===== src/rtl/uart_sched_pkg.sv =====
// Shared state encoding and constants for the UART transmit scheduler.
package uart_sched_pkg;

  typedef enum logic [2:0] {
    ST_IDLE = 3'd0,
    ST_ARB  = 3'd1,
    ST_HDR  = 3'd2,
    ST_LOAD = 3'd3,
    ST_WAIT = 3'd4
  } sched_state_e;

  localparam logic [7:0] HEADER_BASE_DEFAULT = 8'hA0;
  localparam int         TO_CNT_W            = 16;

  function automatic int idx_width(input int n);
    return (n > 1) ? $clog2(n) : 1;
  endfunction

endpackage


===== src/rtl/uart_rr_arbiter.sv =====
// Rotate-priority encoder: first set request strictly after ptr, wrapping.
module uart_rr_arbiter
  import uart_sched_pkg::*;
#(
  parameter int NUM_REQ = 4,
  parameter int IDX_W   = idx_width(NUM_REQ)
) (
  input  logic [NUM_REQ-1:0] req,
  input  logic [IDX_W-1:0]   ptr,
  output logic [NUM_REQ-1:0] gnt,
  output logic [IDX_W-1:0]   idx,
  output logic               any
);

  // Scan ptr+1, ptr+2, ... with wrap; the first valid candidate wins.
  always_comb begin
    logic [IDX_W-1:0] cand_s;
    gnt    = '0;
    idx    = '0;
    any    = 1'b0;
    cand_s = '0;
    for (int i = 1; i <= NUM_REQ; i++) begin
      cand_s = IDX_W'((int'(ptr) + i) % NUM_REQ);
      if (!any && req[cand_s]) begin
        any         = 1'b1;
        gnt[cand_s] = 1'b1;
        idx         = cand_s;
      end else begin
        any = any;
      end
    end
  end

endmodule


===== src/rtl/uart_tx_scheduler.sv =====
// Packet-level round-robin scheduler sharing one uart_tx between requesters,
// with an optional channel-ID header byte ahead of each packet.
module uart_tx_scheduler
  import uart_sched_pkg::*;
#(
  parameter int                         NUM_REQ         = 4,
  parameter int                         UART_DATA_WIDTH = 8,
  parameter int                         ID_HEADER       = 1,
  parameter logic [UART_DATA_WIDTH-1:0] HEADER_BASE     = HEADER_BASE_DEFAULT,
  parameter int                         TIMEOUT         = 1024
) (
  input  logic                               i_Clock,
  input  logic                               i_Reset,
  input  logic [NUM_REQ-1:0]                 i_Req_Valid,
  input  logic [NUM_REQ*UART_DATA_WIDTH-1:0] i_Req_Data,
  input  logic [NUM_REQ-1:0]                 i_Req_Last,
  output logic [NUM_REQ-1:0]                 o_Req_Ready,
  output logic                               o_Tx_DV,
  output logic [UART_DATA_WIDTH-1:0]         o_Tx_Byte,
  input  logic                               i_Tx_Active,
  input  logic                               i_Tx_Done,
  output logic [NUM_REQ-1:0]                 o_Grant,
  output logic                               o_Abort
);

  localparam int                  IDX_W   = idx_width(NUM_REQ);
  localparam logic [TO_CNT_W-1:0] TO_LAST = TO_CNT_W'(TIMEOUT - 1);

  sched_state_e                 state_r, state_s;
  logic                         dv_r, dv_s;
  logic [UART_DATA_WIDTH-1:0]   byte_r, byte_s;
  logic [NUM_REQ-1:0]           grant_r, grant_s;
  logic [IDX_W-1:0]             gidx_r, gidx_s;
  logic [IDX_W-1:0]             ptr_r, ptr_s;
  logic                         abort_r, abort_s;
  logic                         last_r, last_s;
  logic [TO_CNT_W-1:0]          cnt_r, cnt_s;
  logic                         done_q_r;
  logic                         done_rise_s;
  logic                         sel_valid_s;
  logic                         sel_last_s;
  logic [UART_DATA_WIDTH-1:0]   sel_data_s;
  logic [NUM_REQ-1:0]           arb_gnt_s;
  logic [IDX_W-1:0]             arb_idx_s;
  logic                         arb_any_s;

  uart_rr_arbiter #(
    .NUM_REQ (NUM_REQ),
    .IDX_W   (IDX_W)
  ) u_arb (
    .req (i_Req_Valid),
    .ptr (ptr_r),
    .gnt (arb_gnt_s),
    .idx (arb_idx_s),
    .any (arb_any_s)
  );

  // Only the first cycle of the two-cycle done pulse advances the packet.
  assign done_rise_s = i_Tx_Done & ~done_q_r;
  assign sel_valid_s = i_Req_Valid[gidx_r];
  assign sel_last_s  = i_Req_Last[gidx_r];
  assign sel_data_s  = i_Req_Data[gidx_r * UART_DATA_WIDTH +: UART_DATA_WIDTH];

  assign o_Tx_DV   = dv_r;
  assign o_Tx_Byte = byte_r;
  assign o_Grant   = grant_r;
  assign o_Abort   = abort_r;

  // Ready is offered only to the owner, and only while waiting for its next byte.
  always_comb begin
    if (state_r == ST_LOAD) begin
      o_Req_Ready = grant_r & i_Req_Valid;
    end else begin
      o_Req_Ready = '0;
    end
  end

  // Next-state and next-output logic.
  always_comb begin
    state_s = state_r;
    dv_s    = 1'b0;
    byte_s  = byte_r;
    grant_s = grant_r;
    gidx_s  = gidx_r;
    ptr_s   = ptr_r;
    abort_s = 1'b0;
    last_s  = last_r;
    cnt_s   = '0;
    case (state_r)
      ST_IDLE: begin
        // Never start while the serializer may still be finishing a byte.
        if (!i_Tx_Active && !i_Tx_Done && (|i_Req_Valid)) begin
          state_s = ST_ARB;
        end else begin
          state_s = ST_IDLE;
        end
      end
      ST_ARB: begin
        if (arb_any_s) begin
          grant_s = arb_gnt_s;
          gidx_s  = arb_idx_s;
          if (ID_HEADER != 0) begin
            state_s = ST_HDR;
          end else begin
            state_s = ST_LOAD;
          end
        end else begin
          state_s = ST_IDLE;
        end
      end
      ST_HDR: begin
        byte_s  = HEADER_BASE | UART_DATA_WIDTH'(gidx_r);
        dv_s    = 1'b1;
        last_s  = 1'b0;
        state_s = ST_WAIT;
      end
      ST_LOAD: begin
        if (sel_valid_s) begin
          byte_s  = sel_data_s;
          last_s  = sel_last_s;
          dv_s    = 1'b1;
          state_s = ST_WAIT;
        end else if ((TIMEOUT != 0) && (cnt_r == TO_LAST)) begin
          abort_s = 1'b1;
          ptr_s   = gidx_r;
          grant_s = '0;
          state_s = ST_IDLE;
        end else begin
          cnt_s = cnt_r + TO_CNT_W'(1'b1);
        end
      end
      ST_WAIT: begin
        if (done_rise_s) begin
          if (last_r) begin
            ptr_s   = gidx_r;
            grant_s = '0;
            state_s = ST_IDLE;
          end else begin
            state_s = ST_LOAD;
          end
        end else begin
          state_s = ST_WAIT;
        end
      end
      default: begin
        state_s = ST_IDLE;
      end
    endcase
  end

  // State and output registers.
  always_ff @(posedge i_Clock or posedge i_Reset) begin
    if (i_Reset) begin
      state_r  <= ST_IDLE;
      dv_r     <= 1'b0;
      byte_r   <= '0;
      grant_r  <= '0;
      gidx_r   <= '0;
      ptr_r    <= IDX_W'(NUM_REQ - 1);
      abort_r  <= 1'b0;
      last_r   <= 1'b0;
      cnt_r    <= '0;
      done_q_r <= 1'b0;
    end else begin
      state_r  <= state_s;
      dv_r     <= dv_s;
      byte_r   <= byte_s;
      grant_r  <= grant_s;
      gidx_r   <= gidx_s;
      ptr_r    <= ptr_s;
      abort_r  <= abort_s;
      last_r   <= last_s;
      cnt_r    <= cnt_s;
      done_q_r <= i_Tx_Done;
    end
  end

endmodule


===== config.mk =====
export PLATFORM = sky130hd
export DESIGN_NAME = uart_tx_scheduler
export DESIGN_NICKNAME = d
export VERILOG_FILES = /design/src/rtl/uart_sched_pkg.sv /design/src/rtl/uart_rr_arbiter.sv /design/src/rtl/uart_tx_scheduler.sv
export SDC_FILE = /design/constraint.sdc
export NUM_CORES = 1
export LEC_CHECK = 0
export CORE_ASPECT_RATIO = 0.75
export CORE_MARGIN = 2
export CORE_UTILIZATION = 28
export DETAILED_ROUTE_END_ITERATION = 10
export PLACE_DENSITY = 0.57
export SKIP_LAST_GASP = 1
export SLEW_MARGIN = 40
export SYNTH_ARGS = -nofsm -noshare
export SYNTH_HDL_FRONTEND = slang
export SYNTH_SLANG_ARGS = --single-unit
export TNS_END_PERCENT = 30

===== constraint.sdc =====
create_clock -name i_Clock -period 2.37 [get_ports i_Clock]
set_input_delay 0.711 -clock i_Clock [delete_from_list [all_inputs] [get_ports i_Clock]]
set_output_delay 0.711 -clock i_Clock [all_outputs]
set_load 0.05 [all_outputs]

== Word-level counts from Yosys, hierarchy flattened ==
Cells that the tools add are included.

* Bits of input ports: 44
* Register bits after elaboration: 39
* Output and inout port bits: 18

* Muxes and demuxes: 63
* Add/sub/neg operators: 5
* Shift-type cells: 1
* $lt $le $gt $ge: 9
* Reduce and logical (&&, ||, !) cells: 23
* Eq/ne operators: 12
* Bitwise logic cells: 6

{| class="wikitable"
|+ Operator list
! cell !! number
|-
| $mux 16 || 3
|-
| $mux 4 || 10
|-
| $shiftx 32x6->8 || 1
|-
| $mux 1 || 20
|-
| $mux 2 || 10
|-
| $add 16x1->16 const B || 1
|-
| $eq 16x10->1 const B || 1
|-
| $pmux 8 s2 || 1
|-
| $lt 2x3->1 const B || 5
|-
| $pmux 3 s5 || 1
|-
| $bmux 1 s2 || 6
|-
| $or 4x4->4 || 3
|-
| $pmux 4 s3 || 1
|-
| $ne 2x2->1 const B || 5
|-
| $logic_and 1x1->1 || 9
|-
| $mux 3 || 3
|-
| $demux 1 s2 || 4
|-
| $ge 2x1->1 const B || 4
|-
| $mux 8 || 1
|-
| $eq 3x2->1 const B || 2
|-
| $reduce_and 6->1 || 1
|-
| $logic_not 1->1 || 5
|-
| $reduce_and 5->1 || 1
|-
| $add 2x1->2 const B || 2
|-
| 15 further kinds || 19
|}

== Longest topological paths before layout ==
Gate-level depths: netlist of the first run.

* Depth in word-level cells: 15
* Gate-level depth with buffers: 9
* Gate-level depth less buffers: 7

== By module ==
Synthesis of the first run repeated with hierarchy kept, for this count alone.

* Cell total of the unflattened synthesis: 275
* Area, all modules: 2710.1 µm²

{| class="wikitable"
|+ Modules (own cells, without submodules)
! module !! instances !! cells an instance !! area each (µm²) !! seq. area each (µm²)
|-
| uart_tx_scheduler || 1 || 189 || 2080.7 || 978.4
|-
| uart_rr_arbiter || 1 || 86 || 629.4 || 0.0
|}

== Worst setup path after synthesis of the first run ==
OpenSTA, ideal clock, no wires.

* Path kind: reg-to-reg
* From: reg ptr_r[0]
* To: reg gidx_r[1]
* Stages on the path, launching flop included: 10
* Setup time: 67 ps
* Data required time: 2303 ps
* Slack: -122 ps
* Arrival time: 2425 ps
* Path through: dfstp_2 buf_2 inv_1 ha_1 buf_2 or3b_2 a211oi_2 nor2_1 o211ai_1 a22o_1

* Longest elaborated chain between the ends: 14
* Elaborated cells between the ends (all ways): 27

{| class="wikitable"
|+ Ends and longest elaborated chain
! element !! line !! source
|-
| from (decl) || uart_tx_scheduler.sv:34 || <nowiki>logic [IDX_W-1:0] ptr_r, ptr_s;</nowiki>
|-
| from (signal assigned) || uart_tx_scheduler.sv:159 || <nowiki>ptr_r <= IDX_W'(NUM_REQ - 1);</nowiki>
|-
| from (signal assigned) || uart_tx_scheduler.sv:170 || <nowiki>ptr_r <= ptr_s;</nowiki>
|-
| $add 2x1->2 || uart_rr_arbiter.sv:23 || <nowiki>cand_s = IDX_W'((int'(ptr) + i) % NUM_REQ);</nowiki>
|-
| $bmux 1 s2 || uart_rr_arbiter.sv:24 || <nowiki>if (!any && req[cand_s]) begin</nowiki>
|-
| $mux 1 (implied by the code) || uart_rr_arbiter.sv:24 ||
|-
| $mux 1 || uart_rr_arbiter.sv:24 ||
|-
| $logic_not 1->1 || uart_rr_arbiter.sv:24 ||
|-
| $logic_and 1x1->1 || uart_rr_arbiter.sv:24 ||
|-
| $mux 1 || uart_rr_arbiter.sv:24 ||
|-
| $logic_not 1->1 || uart_rr_arbiter.sv:24 ||
|-
| $logic_and 1x1->1 || uart_rr_arbiter.sv:24 ||
|-
| $mux 1 || uart_rr_arbiter.sv:24 ||
|-
| $logic_not 1->1 || uart_rr_arbiter.sv:24 ||
|-
| $logic_and 1x1->1 || uart_rr_arbiter.sv:24 ||
|-
| $mux 1 || uart_rr_arbiter.sv:24 ||
|-
| $reduce_and 2->1 (no source line) || n/a ||
|-
| to (signal assigned) || uart_tx_scheduler.sv:169 || <nowiki>gidx_r <= gidx_s;</nowiki>
|-
| to (decl) || uart_tx_scheduler.sv:33 || <nowiki>logic [IDX_W-1:0] gidx_r, gidx_s;</nowiki>
|}

Parallel ways exist; a longest one is shown, timed or not. The select of a mux whose other input is x is not followed.
A chain may end at the register's enable or synchronous reset.

== Worst setup path in the final report of the first run ==
* From: in i_Req_Valid[1]
* To: out o_Req_Ready[1]

* Longest elaborated chain between the ends: 2

{| class="wikitable"
|+ Ends and longest elaborated chain
! element !! line !! source
|-
| from (decl) || uart_tx_scheduler.sv:14 || <nowiki>input logic [NUM_REQ-1:0] i_Req_Valid,</nowiki>
|-
| $and 4x4->4 || uart_tx_scheduler.sv:72 || <nowiki>o_Req_Ready = grant_r & i_Req_Valid;</nowiki>
|-
| $mux 4 || uart_tx_scheduler.sv:71 || <nowiki>if (state_r == ST_LOAD) begin</nowiki>
|-
| to (decl) || uart_tx_scheduler.sv:17 || <nowiki>output logic [NUM_REQ-1:0] o_Req_Ready,</nowiki>
|}

Every way passes these cells.

==> results.md, run 1 <==
- Clock buffer count from CTS: 5
- Outcome: completed
- Cell row count: 29
- Arrival time at the worst endpoint: ~1600 ps
- H-tree Lvls: 2
- CP Class: input port to primary output
- CTS sink cnt: 39
- Drt drc: 0
- Full die area: 9755 sq um
- Final ANT Viol Nets: 0
- Multi-input combinational cell area: between 1000 and 1500 sq um
- Tightest Pin Transition: 681.3 ps
- Fin. max-slew vios: 0
- Core ar.: ~8600 sq um
- Final Setup Violations: 0
- Leakage: between 0.0015 and 0.002 uW
- Final setup TNS: 0 ps
- Syn Area/Cell: approximately 10 sq um
- Max-slew headroom: between 50 and 60%
- Initial antenna violation count: 0
- Detailed-route wire length: 6561 um
- GRT Total Usage: between 10% and 20%
- First-pass GRT wire length: 10,870 um
- Overflow after GRT: 0
- Post-synth EDFFs: 0
- Pre-CTS setup slack: -529.7 ps
- Syn_nets: 303
- Max Clk Rate: between 400 and 500 MHz
- Main synth FF type: dfrtp_1
- Crit. Startpoint: i_Req_Valid[1]
- RSZ-0062 raised after global routing: false
- Syn Inst Count: 250
- Count of cell types in the netlist: 51
- ANT cells: 0
- Critical Path End Type: primary output
- Reg-to-Reg Start: ptr_r[0]
- Vias in the first global route: around 2,200
- HP Class: register to register
- Startpoint types: input port
- Largest net degree at the start of global routing: 40
- Crit Path Max Fanout: 9
- Max clock buf depth: 2
- Vias post-DR: 2,197
- Starting Density: approximately 29%
- Final WS setup: approximately 58 ps
- Layout area overhead: 47.21%
- Worst IR Drop VDD: roughly 0.00034 V
- Net count reported at finish: around 390
- Clock Latency Late Sink: between 200 and 300 ps
- WP data required: between 1500 and 2000 ps
- Synth warn: 0
- Filler cells: approximately 820
- Flip-flop and latch count after synthesis: 39
- CTS root buf: clkbuf_16
- Clock-pin slew on the worst setup and hold paths: approximately 50 ps
- DIE WIDTH: 113.4 um
- Final Wtd Congestion: 0.8932
- Asr flop ratio synth: 100.0%
- Flip-flop and latch area: a little under 1000 sq um
- Drt pass-1 iters: 4
- Tmin final: between 2000 and 2500 ps
- Post-synthesis sequential area ratio: 38.94%
- Starting DRC count in detailed routing: 58
- MaxCap Viol Count: 0
- DR vias/cell: 4.948
- Tcrit/Tclk final: just under 100%
- Avg WL per Cell: around 15 um
- HPWL Detailed: between 5000 and 6000 um
- Mapped cell area: about 2500 sq um
- Chip height: roughly 86 um
- Layout cells sized above 1: a little under a quarter
- I/O pins: 62
- Hold Vio Cnt, Final: 0
- Final Skew: between 7 and 8 ps
- Port Buf Inserts: 61
- Power per cell area: between 1000 and 1500 nW/um^2
- CTS tree: yes
- Min-delay src: o_Tx_Byte[7]
==> per-stage QoR <==
| stage | total power, uW | hold slack, ps | cell area, sq um | instances | utilization (%) |
|---|---|---|---|---|---|
| 2_1_floorplan | 2318 | 454.9 | 2531 | 250 | - |
| 3_3_place_gp | 2961 | 465.7 | 3462 | 436 | 40.26 |
| 3_5_place_dp | 2973 | 470.6 | 3462 | 436 | 40.26 |
| 4_1_cts | 3745 | 482.6 | 3638 | 444 | 42.31 |
| 5_1_grt | 3981 | 507.9 | 3699 | 444 | 43.01 |
| 6_report | 3747 | 476.4 | 3699 | 444 | 43.01 |
==> synth_stat cells (all sizes together), types with 6 or more instances <==
master  count  area share, %
nor2       27            4.0
buf        11            2.4
a21oi      12            2.5
dfrtp      37             37
nand3       7            1.4
o21ai      12            2.5
inv         8            1.2
xor2        8            2.8
and3       10            2.5
xnor2       6            2.1
ha          9            4.5
nand2      19            2.9
mux4        9            8.1
a32o        6            2.4
mux2i      10            4.0
==> power by group <==
part           switching, uW  total (uW)  internal, uW
clock                    260         756           496
sequential               125         963           838
combinational           1120        2030           913
==> worst paths after layout <==
check	endpoint	slack (ps)	depth (start not counted)
min	o_Tx_Byte[7]	480	2
max	o_Req_Ready[1]	60	4
min in group asynchronous	cnt_r[14]	870	3
max reg2reg	o_Grant[2]	110	8
max in group asynchronous	ptr_r[0]	1130	3
min reg2reg	o_Tx_Byte[7]	480	2
==> flip-flops by register name, indices dropped and copies added (netlist names) <==
register / count
last_r: 1
o_Tx_Byte: 8
state_r: 3
cnt_r: 16
o_Tx_DV: 1
o_Abort: 1
ptr_r: 2
gidx_r: 2
o_Grant: 4
done_q_r: 1
==> worst max-delay path, stage by stage <==
cell	delay, ps
dlygate4sd2_1	360
buf_4	190
and3_1	190
buf_12	150
==> cells in the final DEF (no fill, tap or decap), drive strengths merged, types with 4 or more instances in the layout <==
master,instances
xor2,8
clkbuf,5
nand3,7
dfrtp,37
nor3,5
and2,5
and3,10
nor2,27
buf,36
mux4,9
nand2,19
nor4,4
mux2,5
ha,9
o21ai,12
a221o,4
xnor2,6
a32o,6
a21oi,12
mux2i,10
clkdlybuf4s50,53
inv,8
==> cell families (layout without fill, tap and decap cells) <==
kind of cell    Yosys count  in the layout  synth area share, %
compound gates           46             46                13.35
xor+xnor                 14             14                4.881
fa+ha+maj                 9              9                4.482
buf+inv                  23            109                4.233
flops                    39             39                38.94
mux                      24             24                14.29
simple gates             95             95                19.82
==> metal layers <==
metal,vias up,wire length (um),GRT usage (%)
met4,0,105,3.104
met1,1054,3243,20.50
met5,-,0,0
met2,53,2923,20.63
met3,10,289,3.039
li1,1080,-,-
==> layout make-up <==
type / count / share of cell area (%)
multi-input combinational: 188 / 40.05
inverter: 8 / 0.8119
sequential: 39 / 26.45
clock buffer: 5 / 3.383
clock inverter: 3 / 1.184
tap: 108 / 3.654
timing repair buffer: 93 / 24.46
==> timing repair <==
item / in CTS / in global routing
setup endpoints to repair: 10 / 22
buffers inserted: 0 / 0
pin swaps: 0 / 2
resized for setup: 4 / 14
hold buffers: 0 / 0
No activity file was read; power rests on OpenSTA's default activity.
==> run 2: changes to the inputs <==
--- a/config.mk
+++ b/config.mk
@@ -8,6 +8,7 @@
 export CORE_ASPECT_RATIO = 0.75
 export CORE_MARGIN = 2
 export CORE_UTILIZATION = 28
+export CTS_BUF_LIST = sky130_fd_sc_hd__clkbuf_16
 export DETAILED_ROUTE_END_ITERATION = 10
 export PLACE_DENSITY = 0.57
 export SKIP_LAST_GASP = 1
==> results of run 2 <==
The final DEF is identical to that of run 1; final timing and power are the same.
==> run 3: changes to the inputs <==
--- a/config.mk
+++ b/config.mk
@@ -10,6 +10,7 @@
 export CORE_UTILIZATION = 28
 export CTS_BUF_LIST = sky130_fd_sc_hd__clkbuf_16
 export DETAILED_ROUTE_END_ITERATION = 10
+export MAX_ROUTING_LAYER = met4
 export PLACE_DENSITY = 0.57
 export SKIP_LAST_GASP = 1
 export SLEW_MARGIN = 40
==> results.md, run 3 (synthesis gave the netlist of run 1 again) <==
- Final ANT Viol Nets: 0
- Core ar.: 8600 sq um
- Avg WL per Cell: 14.76 um
- Max clock buf depth: 2
- Max Clk Rate: ~430 MHz
- Final Skew: 7.895 ps
- RSZ-0062 raised after global routing: false
- Clock buffer count from CTS: 5
- Fin util: a little over two fifths
- DIE WIDTH: 113.4 um
- Cell row count: 29
- Clock Latency Late Sink: about 280 ps
- Overflow after GRT: 0
- Max FFs per register: 16
- Crit-path max cell delay: ~360 ps
- H-tree Lvls: 2
- Slowest cell on crit path: dlygate4sd2_1
- Starting DRC count in detailed routing: 71
- WP data required: between 1500 and 2000 ps
- Placed cells: between 400 and 500
- Flip-flop and latch area: approximately 1000 sq um
- First-pass GRT wire length: roughly 11,000 um
- Startpoint types: input port
- Commonest non-fill, non-tap cell in the layout: clkdlybuf4s50_1
- HP Class: register to register
- Clock-pin slew on the worst setup and hold paths: approximately 50 ps
- DP Area: 3462 sq um
- Detailed-route wire length: roughly 6600 um
- Tmin final: around 2300 ps
- Starting Density: between 20 and 30%
- Most frequent cells in the layout: clkdlybuf4s50_1, dfrtp_1, buf_4, nor2_1, nand2_1
- Arrival time at the worst endpoint: 1600 ps
- Final setup TNS: 0 ps
- Fin. max-slew vios: 0
- Full die area: about 9800 sq um
- Multi-input combinational cell area: 1481 sq um
- Final Setup Violations: 0
- Biggest register: cnt_r
- Layout cells sized above 1: a little under a quarter
- Vias post-DR: about 2,200
- Post-layout instance area: between 3000 and 4000 sq um
- Crit Path Max Fanout: 9
- Worst IR Drop VDD: around 0.00034 V
- Drt drc: 0
- Net count reported at finish: 388
- Port Buf Inserts: 61
- Postcts setup bufs: 0
- DR vias/cell: 4.946
- CP Class: input port to primary output
- CTS sink cnt: 39
- GRT Total Usage: about 14%
- Final hold slack: around 480 ps
- Drt pass-1 iters: 4
- Tightest Pin Transition: 688.9 ps
- HPWL Detailed: 5111 um
- CTS tree: yes
- CP Cell Sequence: dlygate4sd2_1 -> buf_4 -> and3_1 -> buf_12
- Final Wtd Congestion: just over 0.9
- Critical Path End Type: primary output
- Initial antenna violation count: 0
- Vias in the first global route: ~2,200
- Layout area overhead: 47.21%
- I/O pins: just over 60
- Power per cell area: between 1000 and 1500 nW/um^2
- Post-Layout Cell Count: approximately 440
- ANT cells: 0
- MaxCap Viol Count: 0
- Max-slew headroom: 53.65%
- Filler cells: approximately 820
- Chip height: about 86 um
- Hold Vio Cnt, Final: 0
- CTS root buf: clkbuf_16
- Outcome: completed
- Largest net degree at the start of global routing: 40
- Tcrit/Tclk final: a little over nine tenths
- Leakage: 0.001546 uW
## run 3: final cells by class
| cell class | count | area share, % |
|---|---|---|
| multi-input cells | 188 | 40.05 |
| flip-flops and latches | 39 | 26.45 |
| repair buffers | 93 | 24.46 |
| well taps | 108 | 3.654 |
| clock buffers | 5 | 3.383 |
| clock inverters | 3 | 1.184 |
| inverters | 8 | 0.8119 |
## run 3: final timing paths
kind / start / end / slack, ps / cells after the start
worst min-delay path: o_Tx_Byte[7] / o_Tx_Byte[7] / 480 / 2
worst min register to register: o_Tx_Byte[7] / o_Tx_Byte[7] / 480 / 2
min in group asynchronous: i_Reset / cnt_r[15] / 870 / 3
worst max-delay path: i_Req_Valid[1] / o_Req_Ready[1] / 60 / 4
max in group asynchronous: i_Reset / ptr_r[0] / 1140 / 3
worst max register to register: ptr_r[1] / o_Grant[2] / 100 / 8
## run 3: stage by stage
stage / setup WS (ps) / total power, uW
after floorplan: -1.944 / 2318
after global placement: -404.9 / 2961
after detailed placement: -529.7 / 2973
after CTS: -85.76 / 3745
after global routing: 9.980 / 3981
final: 61.21 / 3748
## run 3: per-layer routing
layer	global-route usage (%)	vias up	wire [um]
li1	-	1081	-
met5	-	-	0
met2	20.63	55	2940
met1	20.90	1050	3244
met4	3.104	0	105
met3	2.473	10	263
## run 3: critical path: cells and delay by family
family / cells / cell delay, ps
buffers and inverters: 3 / 700
AND/OR/NAND/NOR: 1 / 190
## run 3: power by group
group / leakage, uW / switching, uW / internal [uW]
logic: 0.000945 / 1120 / 913
registers: 0.000518 / 125 / 838
clock network: 0.0000838 / 260 / 496
## run 3: what timing repair did
| item | 4_1_cts | 5_1_grt |
|---|---|---|
| pin swaps | 0 | 2 |
| hold buffers | 0 | 0 |
| resized for setup | 4 | 14 |
| setup endpoints to repair | 10 | 22 |
